**config.mk**
```make
export PLATFORM = sky130hd
export DESIGN_NAME = acq_ram_writer
export DESIGN_NICKNAME = d
export VERILOG_FILES = /design/src/rtl/acq_pkg.sv /design/src/rtl/acq_sync_fifo.sv /design/src/rtl/acq_ram_writer.sv
export SDC_FILE = /design/constraint.sdc
export NUM_CORES = 1
export LEC_CHECK = 0
export CAP_MARGIN = 10
export CORE_MARGIN = 2
export CORE_UTILIZATION = 50
export DETAILED_ROUTE_END_ITERATION = 12
export DONT_BUFFER_PORTS = 1
export GPL_TIMING_DRIVEN = 0
export PLACE_DENSITY = 0.67
export SYNTH_ARGS = -nofsm -noshare
export SYNTH_HDL_FRONTEND = slang
export SYNTH_HIERARCHICAL = 1
export SYNTH_SLANG_ARGS = --single-unit
```
**constraint.sdc**
```tcl
create_clock -name CLOCK -period 3.1 [get_ports CLOCK]
set_input_delay 0.62 -clock CLOCK [delete_from_list [all_inputs] [get_ports CLOCK]]
set_output_delay 0.62 -clock CLOCK [all_outputs]
set_load 0.01 [all_outputs]
```
**src/rtl/acq_pkg.sv**
```systemverilog
// acq_pkg: shared types and constants for the acquisition RAM writer.
// Holds the control and write FSM state encodings plus the flag bit positions
// within a sample word at the default 16-bit width.
package acq_pkg;

  localparam int BITS_DEFAULT = 16;
  localparam int INDEX_BIT    = BITS_DEFAULT - 1;  // index pulse seen with this word
  localparam int RDDATA_BIT   = BITS_DEFAULT - 2;  // read-data transition flag

  typedef enum logic [1:0] {
    C_IDLE,
    C_WAIT_INDEX,
    C_ACQUIRE,
    C_DRAIN
  } ctl_state_e;

  typedef enum logic [1:0] {
    W_IDLE,
    W_SETUP,
    W_STROBE
  } wr_state_e;

endpackage

```
**src/rtl/acq_sync_fifo.sv**
```systemverilog
// acq_sync_fifo: small synchronous FIFO with first-word-fall-through read data.
// Ports: push_i/push_dat_i write side, pop_i/pop_dat_o read side, full_o/empty_o
// status, flush_i empties the FIFO at the next edge (flush wins over push).
module acq_sync_fifo #(
  parameter int WIDTH      = 16,
  parameter int DEPTH_LOG2 = 2
) (
  input  logic             CLOCK,
  input  logic             RESET,
  input  logic             flush_i,
  input  logic             push_i,
  input  logic [WIDTH-1:0] push_dat_i,
  input  logic             pop_i,
  output logic [WIDTH-1:0] pop_dat_o,
  output logic             full_o,
  output logic             empty_o
);

  localparam int DEPTH = 1 << DEPTH_LOG2;

  logic [WIDTH-1:0]    mem_q [DEPTH];
  logic [DEPTH_LOG2:0] wr_ptr_q;
  logic [DEPTH_LOG2:0] rd_ptr_q;
  logic                do_push;
  logic                do_pop;

  // Extra pointer MSB distinguishes full from empty when the low bits match.
  assign empty_o   = (wr_ptr_q == rd_ptr_q);
  assign full_o    = (wr_ptr_q[DEPTH_LOG2] != rd_ptr_q[DEPTH_LOG2]) &&
                     (wr_ptr_q[DEPTH_LOG2-1:0] == rd_ptr_q[DEPTH_LOG2-1:0]);
  assign pop_dat_o = mem_q[rd_ptr_q[DEPTH_LOG2-1:0]];

  // A pop in the same cycle frees the slot, so a push into a full FIFO still lands.
  assign do_pop  = pop_i && !empty_o;
  assign do_push = push_i && (!full_o || do_pop);

  always_ff @(posedge CLOCK) begin
    if (RESET || flush_i) begin
      wr_ptr_q <= '0;
      rd_ptr_q <= '0;
    end else begin
      if (do_push) wr_ptr_q <= wr_ptr_q + (DEPTH_LOG2 + 1)'(1);
      if (do_pop)  rd_ptr_q <= rd_ptr_q + (DEPTH_LOG2 + 1)'(1);
    end
  end

  always_ff @(posedge CLOCK) begin
    if (do_push) mem_q[wr_ptr_q[DEPTH_LOG2-1:0]] <= push_dat_i;
  end

endmodule

```
**src/rtl/acq_ram_writer.sv**
```systemverilog
// acq_ram_writer: gates the disc reader (RUN), buffers its sample words in a FIFO
// and writes them to SRAM at sequential addresses with a setup + strobe cycle pair.
// Ports: START/ABORT/START_ON_INDEX/STOP_INDEX_COUNT control, IN_DATA/IN_WRITE from
// the reader, SRAM_ADDR/SRAM_DQ/SRAM_WE_N to SRAM, BUSY/DONE/RAM_FULL/OVERRUN/
// WORDS_WRITTEN status (all registered).
module acq_ram_writer
  import acq_pkg::*;
#(
  parameter int BITS            = BITS_DEFAULT,
  parameter int ADDR_BITS       = 19,
  parameter int FIFO_DEPTH_LOG2 = 2
) (
  input  logic                 CLOCK,
  input  logic                 RESET,
  input  logic                 START,
  input  logic                 ABORT,
  input  logic                 START_ON_INDEX,
  input  logic [7:0]           STOP_INDEX_COUNT,
  input  logic [BITS-1:0]      IN_DATA,
  input  logic                 IN_WRITE,
  output logic                 RUN,
  output logic [ADDR_BITS-1:0] SRAM_ADDR,
  output logic [BITS-1:0]      SRAM_DQ,
  output logic                 SRAM_WE_N,
  output logic                 BUSY,
  output logic                 DONE,
  output logic                 RAM_FULL,
  output logic                 OVERRUN,
  output logic [ADDR_BITS:0]   WORDS_WRITTEN
);

  localparam int IDX = BITS - 1;  // INDEX flag position at this word width

  ctl_state_e           ctl_q;
  wr_state_e            wr_q;
  logic [7:0]           idx_cnt_q, idx_cnt_d;
  logic                 run_q, busy_q, we_n_q, done_q, full_q, ovr_q;
  logic [ADDR_BITS-1:0] addr_q;
  logic [BITS-1:0]      dq_q;
  logic [ADDR_BITS:0]   ww_q;

  logic            collecting, take, stop_hit, abort_hit, wr_last, drop;
  logic            fifo_push, fifo_pop, fifo_flush, fifo_full, fifo_empty;
  logic [BITS-1:0] fifo_rd_dat;

  always_comb begin
    collecting = (ctl_q == C_WAIT_INDEX) || (ctl_q == C_ACQUIRE);
    // While waiting for the index, only an INDEX word is taken (it is the trigger).
    take       = IN_WRITE && ((ctl_q == C_ACQUIRE) ||
                              ((ctl_q == C_WAIT_INDEX) && IN_DATA[IDX]));
    idx_cnt_d  = (take && IN_DATA[IDX]) ? idx_cnt_q + 8'd1 : idx_cnt_q;
    stop_hit   = take && IN_DATA[IDX] && (STOP_INDEX_COUNT != 8'd0) &&
                 (idx_cnt_d == STOP_INDEX_COUNT);
    abort_hit  = ABORT && (ctl_q != C_IDLE);
    // Write to the top address is completing: the RAM is now full.
    wr_last    = (wr_q == W_STROBE) && (&addr_q);
    fifo_flush = abort_hit || wr_last;
    fifo_push  = take && !fifo_flush;
    // Pop whenever a new setup cycle can start: from idle or straight out of a strobe.
    fifo_pop   = !fifo_empty && !fifo_flush && (wr_q != W_SETUP);
    drop       = fifo_push && fifo_full && !fifo_pop;
  end

  acq_sync_fifo #(
    .WIDTH      (BITS),
    .DEPTH_LOG2 (FIFO_DEPTH_LOG2)
  ) u_fifo (
    .CLOCK      (CLOCK),
    .RESET      (RESET),
    .flush_i    (fifo_flush),
    .push_i     (fifo_push),
    .push_dat_i (IN_DATA),
    .pop_i      (fifo_pop),
    .pop_dat_o  (fifo_rd_dat),
    .full_o     (fifo_full),
    .empty_o    (fifo_empty)
  );

  always_ff @(posedge CLOCK) begin
    if (RESET) begin
      ctl_q     <= C_IDLE;
      wr_q      <= W_IDLE;
      idx_cnt_q <= '0;
      run_q     <= 1'b0;
      busy_q    <= 1'b0;
      we_n_q    <= 1'b1;
      done_q    <= 1'b0;
      full_q    <= 1'b0;
      ovr_q     <= 1'b0;
      addr_q    <= '0;
      dq_q      <= '0;
      ww_q      <= '0;
    end else begin
      // RUN/BUSY follow the control state one cycle later.
      run_q     <= collecting;
      busy_q    <= (ctl_q != C_IDLE);
      idx_cnt_q <= idx_cnt_d;
      if (drop) ovr_q <= 1'b1;

      // Control FSM
      case (ctl_q)
        C_IDLE: begin
          if (START) begin
            addr_q    <= '0;
            ww_q      <= '0;
            idx_cnt_q <= '0;
            done_q    <= 1'b0;
            full_q    <= 1'b0;
            ovr_q     <= 1'b0;
            ctl_q     <= START_ON_INDEX ? C_WAIT_INDEX : C_ACQUIRE;
          end
        end
        C_WAIT_INDEX, C_ACQUIRE: begin
          if (abort_hit) begin
            ctl_q <= C_DRAIN;
          end else if (stop_hit) begin
            ctl_q  <= C_DRAIN;
            done_q <= 1'b1;
          end else if (take) begin
            ctl_q <= C_ACQUIRE;
          end
        end
        C_DRAIN: begin
          if (!abort_hit && fifo_empty && (wr_q == W_IDLE)) ctl_q <= C_IDLE;
        end
        default: ctl_q <= C_IDLE;
      endcase

      // Write FSM: setup cycle (data/address valid, WE_N high), then strobe cycle.
      case (wr_q)
        W_IDLE: begin
          if (fifo_pop) begin
            dq_q <= fifo_rd_dat;
            wr_q <= W_SETUP;
          end
        end
        W_SETUP: begin
          we_n_q <= 1'b0;
          wr_q   <= W_STROBE;
        end
        W_STROBE: begin
          we_n_q <= 1'b1;
          ww_q   <= ww_q + (ADDR_BITS + 1)'(1);
          if (!(&addr_q)) addr_q <= addr_q + ADDR_BITS'(1);  // hold at top, never wrap
          if (fifo_pop) begin
            dq_q <= fifo_rd_dat;
            wr_q <= W_SETUP;
          end else begin
            wr_q <= W_IDLE;
          end
        end
        default: wr_q <= W_IDLE;
      endcase

      // RAM full overrides the control FSM; any buffered or arriving word is lost.
      if (wr_last) begin
        full_q <= 1'b1;
        ctl_q  <= C_IDLE;
        if (!abort_hit) begin
          done_q <= 1'b1;
          if (!fifo_empty || take) ovr_q <= 1'b1;
        end
      end
    end
  end

  assign RUN           = run_q;
  assign SRAM_ADDR     = addr_q;
  assign SRAM_DQ       = dq_q;
  assign SRAM_WE_N     = we_n_q;
  assign BUSY          = busy_q;
  assign DONE          = done_q;
  assign RAM_FULL      = full_q;
  assign OVERRUN       = ovr_q;
  assign WORDS_WRITTEN = ww_q;

endmodule
```
# After elaboration in Yosys (flattened, before gate mapping)
# Memories as Yosys holds them, arrays and structs flattened. A register that Yosys moved wholly into a read port is not among the register bits.
# Index checks and enable logic that the tools add are counted.
# word_totals
regBits,63
ramBits,64
input_bits,30
output_inout_bits,61
wordCells,116
n_memories,1
# op_classes
add_sub_neg,5
n_eq_ne,14
muxes,38
reduce_logical,45
# memory_table
memory,depth,width,rd,rd_ports_with_merged_regs,write_ports,line_no,source
u_fifo.mem_q,4,16,1,1,1,acq_sync_fifo.sv:21,logic [WIDTH-1:0] mem_q [DEPTH];
# ops
cell,n
$mux 19,4
$mux 20,3
$mux 8,3
$add 20x1->20 const B,1
$add 19x1->19 const B,1
$reduce_and 19->1,1
$logic_and 1x1->1,17
$mux 1,17
$mux 2,7
$pmux 2 s3,2
$reduce_bool 2->1,6
$add 8x1->8 const B,1
$eq 8x8->1,1
$reduce_bool 8->1,1
$add 3x1->3 const B,2
$eq 2x2->1 const B,3
$logic_or 1x1->1,6
$reduce_and 2->1,3
$reduce_or 2->1,3
$logic_not 1->1,5
$eq 2x1->1 const B,2
$logic_not 2->1,2
$ne 2x1->1 const B,2
$ne 2x2->1 const B,2
other kinds (6),7

# Depth between registers and ports, before layout
# Gate-level depths: netlist of run 1.
# logic_depth
ltp_word,14
mapped_depth,11
depth_no_buf,9

# Cells and area by module
# Netlist of run 1, hierarchy kept.
# by_module_without_submodules
mod,instances,cells_per_inst,area_each_um2,seq_area_each_um2
acq_ram_writer,1,430,3661.0,1461.4
acq_sync_fifo,1,139,2792.7,2082.0

# Worst setup path before layout of run 1
# Ideal clock, no wire load.
# synth_timing
path_type,register to register
startpoint,reg addr_q[0] (netlist: SRAM_ADDR[0])
endpoint,mem u_fifo.mem_q[3][0] (enable)
setup_ps,402
arrival_time_ps,2256
t_required_ps,2698
setup_slack_ps,442
stages_incl_launch_ff,10
n_path_buf,1
synth_period_minus_slack_ps,2658
path_cell_list,dfxtp_1 ha_1 clkbuf_1 nand2_1 nor2_1 nand3_2 nand2_1 nor2_1 nand2_1 a41oi_1
# synth_via
elab_cells_between_ends,12
cone_classes,2 x mux; 10 x reduce/logical
# synth_rtl
item,line_no,source
"start, declared",acq_ram_writer.sv:38,logic [ADDR_BITS-1:0] addr_q;
"start signal, assigned",acq_ram_writer.sv:144,if (!(&addr_q)) addr_q <= addr_q + ADDR_BITS'(1);
$reduce_and 19->1,acq_ram_writer.sv:56,wr_last = (wr_q == W_STROBE) && (&addr_q);
$logic_and 1x1->1,acq_ram_writer.sv:56,
$logic_or 1x1->1,acq_ram_writer.sv:57,fifo_flush = abort_hit || wr_last;
net fifo_flush,acq_ram_writer.sv:43,"logic fifo_push, fifo_pop, fifo_flush, fifo_full, fifo_empty;"
$logic_not 1->1,acq_ram_writer.sv:58,fifo_push = take && !fifo_flush;
$logic_and 1x1->1,acq_ram_writer.sv:58,
net fifo_push,acq_ram_writer.sv:43,
$logic_and 1x1->1,acq_sync_fifo.sv:35,assign do_push = push_i && (!full_o || do_pop);
$mux 1,acq_sync_fifo.sv:48,if (do_push) mem_q[wr_ptr_q[DEPTH_LOG2-1:0]] <= push_dat_i;
$mux 1 (not written as such),acq_sync_fifo.sv:48,
"end, declared",acq_sync_fifo.sv:21,
# The timed path passes the listed nets, and every way through them passes these cells.

# Worst setup path after layout of run 1
# layout_timing
startpoint,reg addr_q[0] (netlist: SRAM_ADDR[0])
endpoint,mem u_fifo.mem_q[1][12] (enable)
# layout_via
elab_chain_cells,11
elab_cells_between_ends,12
cone_classes,2 x mux; 10 x reduce/logical
# layout_lines
item,line_no,source
$reduce_and 19->1,acq_ram_writer.sv:56,
$logic_and 1x1->1,acq_ram_writer.sv:56,
$logic_or 1x1->1,acq_ram_writer.sv:57,
$logic_not 1->1,acq_ram_writer.sv:60,fifo_pop = !fifo_empty && !fifo_flush && (wr_q != W_SETUP);
$logic_and 1x1->1 (2 in series),acq_ram_writer.sv:60,
net fifo_pop,acq_ram_writer.sv:43,
$logic_and 1x1->1,acq_sync_fifo.sv:34,assign do_pop = pop_i && !empty_o;
$logic_or 1x1->1,acq_sync_fifo.sv:35,
$logic_and 1x1->1,acq_sync_fifo.sv:35,
$mux 1,acq_sync_fifo.sv:48,
$mux 1 (not written as such),acq_sync_fifo.sv:48,
# The timed path passes the listed nets, and every way through them passes these cells.

==> impl_metrics.ini, run 1 <==
[timing]
fin_crit_sh_pct = 90.5
fin_ws_ns = 0.294
fin_skew_ns = 0.00498
setup_violations = 0
rsz0062_at_grt = false
hold_viol = 0
relSlewSlack_pct = 51.7
fmaxAchievable_mhz = 356
slew_violations = 0
max_slew.worst_pin.slew_ns = 0.725
min_period_ns = 2.81

[setup_path]
critPathMostFrequentCell = nand3_2
crit_type = register to register
critPathCaptureType = register
crit_path_start = SRAM_ADDR[0]
ff2ff_path_depth = 9
timing.rr.start = SRAM_ADDR[0]
worst_r2r_endpoint = u_fifo/mem_q[1][12]
required_ns = 3.21
worst_setup_path_start_kind = register
r2r_setup_slack_ns = 0.29
slowest_stage = dfxtp_1
slowest_delay_ns = 0.56
arrival_ns = 2.92
crit_chain = ha_2 > nand2_1 > nor2_1 > nand3_2 > nand3_2 > inv_2 > inv_1 > a41oi_1 > and2_2
critPathMaxFanout = 16

[power_and_ir_drop]
internal-power_mw = 3.61
vdd_drop_max_uv = 452
p_per_area_nw_per_um2 = 666
power.share.clock_pct = 41.6
combPwrFrac_pct = 13.1
switchingPower_mw = 1.24
switching_share_pct = 25.6
p_leak_nw = 2.58
p_seq_share_pct = 45.3

[routing]
drtIter0Drc = 330
routedWlPerCell_um = 17.3
vias = 4384
via_per_inst = 5.67
drc = 0
ant_nets = 0
first_pass_iters = 4
routed_wl_mm = 13.3

[finish]
area_delta_synth_final_pct = 12.9
fillers = 1062
antenna_cells = 0
utilization_pct = 57.7
finalNetCount = 634
drive_gt1_share_pct = 12.8
final_area_sq_um = 7280

[synth]
ys_ff_latch = 145
synth-seq-area-share_pct = 54.9
synth-edff-count = 64
synth_nets = 615
synth-async-reset-ratio_pct = 0
netlist_instances = 569
ys_types = 66
synth_area_per_cell_sq_um = 11.3
syn_area_sq_um = 6450
ys.flop_type = dfxtp_1
yosys_warnings = 6

[global_route]
grt_overflow_total = 0
grt_pass1_wl_mm = 22.0
grt_pass1_vias = 4368
grtUsageTotal_pct = 20.1
grt_max_degree = 17
grt_antenna_before_repair = 0

[clock_tree]
clock_latency_ns = 0.42
numCtsBuffers = 17
clk_pin_slew_worst_paths_ns = 0.06
cts.path.max_buffers = 2
htreeDepth = 4
cts_tree = done
cts-root-buf = clkbuf_16
postCtsHoldBufs = 0
numClockSinks = 145
cts_setup_buffers = 0

[min_path]
hold_class = input pin to register
whs_path_depth = 0
holdPathEnd = u_fifo/mem_q[2][6]
hp-start = IN_DATA[6]

[placed_design]
port_buffers = 0
dp_slack_ns = -0.126
globalplace.congestion = 0.846
place_area_sq_um = 6690
hpwl_mm = 9.18

[die]
dieWidth_um = 118
die_area_sq_um = 13800
die-height_um = 118
rows = 41
ios = 91
start_util_pct = 51.1
core_sq_um = 12600

[status]
status = complete, no violations

[flow_run]
maxCapViolations = 0
## power by group through the flow
stage	clock [mW]	combinational, mW	sequential, mW
final	2.02	0.635	2.20
after floorplan	0	0.501	2.22
after detailed placement	0	0.629	2.24
after global routing	2.14	0.715	2.21
after CTS	2.05	0.635	2.20
after global placement	0	0.607	2.23
## worst max-delay path by stage
stage	slack (ns)	cells past startpoint	to
after floorplan	0.44	9	u_fifo/mem_q[3][0]
after global placement	-0.57	9	u_fifo/mem_q[3][11]
after detailed placement	-0.13	10	u_fifo/mem_q[1][11]
after CTS	0.08	10	u_fifo/mem_q[1][13]
after global routing	0.06	9	u_fifo/mem_q[0][12]
final	0.29	9	u_fifo/mem_q[1][12]
## critical path, delay by kind of cell (launching register included)
kind	cells	cell delay, ns
simple gates	5	1.11
flops	1	0.56
fa+ha+maj	1	0.37
compound gates	1	0.25
buf+inv	2	0.20
## registers in the layout (all words and copies together), names as in the netlist, 2 cells and up, named ones only
name / flops
ctl_q: 2
SRAM_DQ: 16
u_fifo/mem_q: 64
u_fifo/wr_ptr_q: 3
wr_q: 2
WORDS_WRITTEN: 20
u_fifo/rd_ptr_q: 3
SRAM_ADDR: 19
idx_cnt_q: 8
## cell usage in the layout, fill, tap and decap left out, drive strengths merged, types with 3 or more instances in the layout
cell | netlist | layout
and3 | 11 | 11
a21oi | 28 | 28
o211ai | 7 | 7
xor2 | 18 | 18
nand2b | 5 | 5
nand2 | 41 | 41
or3 | 10 | 10
buf | 10 | 11
mux2i | 24 | 24
a211oi | 4 | 4
a31oi | 3 | 3
nand3 | 28 | 28
nor4 | 3 | 3
mux2 | 3 | 3
inv | 17 | 20
ha | 16 | 16
and2 | 3 | 3
mux4 | 16 | 16
clkbuf | 11 | 31
xnor2 | 15 | 15
edfxtp | 64 | 64
dfxtp | 81 | 81
o21ai | 16 | 16
nor2b | 6 | 6
nor2 | 71 | 71
nand4 | 14 | 14
a2111oi | 4 | 4
clkinv | 0 | 4
nor3 | 8 | 8
o22ai | 3 | 3
## logic make-up after synthesis
group | synth area share (%)
adders and majority gates | 3.10
and+or+nand+nor | 16.2
xor gates and xnor gates | 4.48
DFF | 54.9
buffers and inverters | 2.62
AOI/OAI and AO/OA | 8.90
muxes | 9.83
## synthesized netlist by cell type, types with 16 or more instances
library cell	count	area [sq um]
dfxtp_1	81	1620
nor2_1	71	267
nand3_1	26	130
inv_1	16	60.1
mux4_2	16	360
mux2i_1	24	240
ha_1	16	200
nand2_1	41	154
xor2_1	18	158
edfxtp_1	64	1920
a21oi_1	28	140
## repair_timing
action,CTS,global route
endpoints found under the setup margin,48,57
gates cloned,0,0
gates resized for setup,3,1
## cell type report
cell class | count | area, sq um | area share (%)
buffer | 20 | 101 | 1.39
multi-input combinational | 386 | 2760 | 37.8
inverter | 17 | 63.8 | 0.876
sequential | 145 | 3540 | 48.6
timing repair buffer | 1 | 15.0 | 0.206
clock inverter | 11 | 129 | 1.77
clock buffer | 21 | 462 | 6.34
tap | 172 | 215 | 2.95
## routing by layer
layer	share of wire, %	track usage (%)	routed length [um]
met4	0.71	6.85	95
met3	6.8	7.75	911
met5	0	0	0
met1	43	24.7	5750
met2	49	32.5	6580
## through the flow
stage / power (mW) / setup TNS [ns] / hold WS (ns) / cells
after CTS: 4.89 / 0 / 0.277 / 774
after global routing: 5.06 / 0 / 0.269 / 773
after detailed placement: 2.87 / -5.21 / 0.504 / 742
after global placement: 2.84 / -11.39 / 0.492 / 741
final: 4.85 / 0 / 0.296 / 773
after floorplan: 2.72 / 0 / 0.479 / 569
(Power assumes the default switching activity.)
==> inputs of run 2 (changes only) <==
--- a/config.mk
+++ b/config.mk
@@ -8,6 +8,7 @@
 export CAP_MARGIN = 10
 export CORE_MARGIN = 2
 export CORE_UTILIZATION = 50
+export CTS_CLUSTER_DIAMETER = 80
 export DETAILED_ROUTE_END_ITERATION = 12
 export DONT_BUFFER_PORTS = 1
 export GPL_TIMING_DRIVEN = 0
==> results of run 2 <==
Same layout as run 1: the final DEF is identical, and so are final timing and power.
==> inputs of run 3 (changes only) <==
--- a/config.mk
+++ b/config.mk
@@ -13,6 +13,7 @@
 export DONT_BUFFER_PORTS = 1
 export GPL_TIMING_DRIVEN = 0
 export PLACE_DENSITY = 0.67
+export SKIP_CTS_REPAIR_TIMING = 1
 export SYNTH_ARGS = -nofsm -noshare
 export SYNTH_HDL_FRONTEND = slang
 export SYNTH_HIERARCHICAL = 1
==> results of run 3 <==
Same layout as run 1: the final DEF is identical, and so are final timing and power.
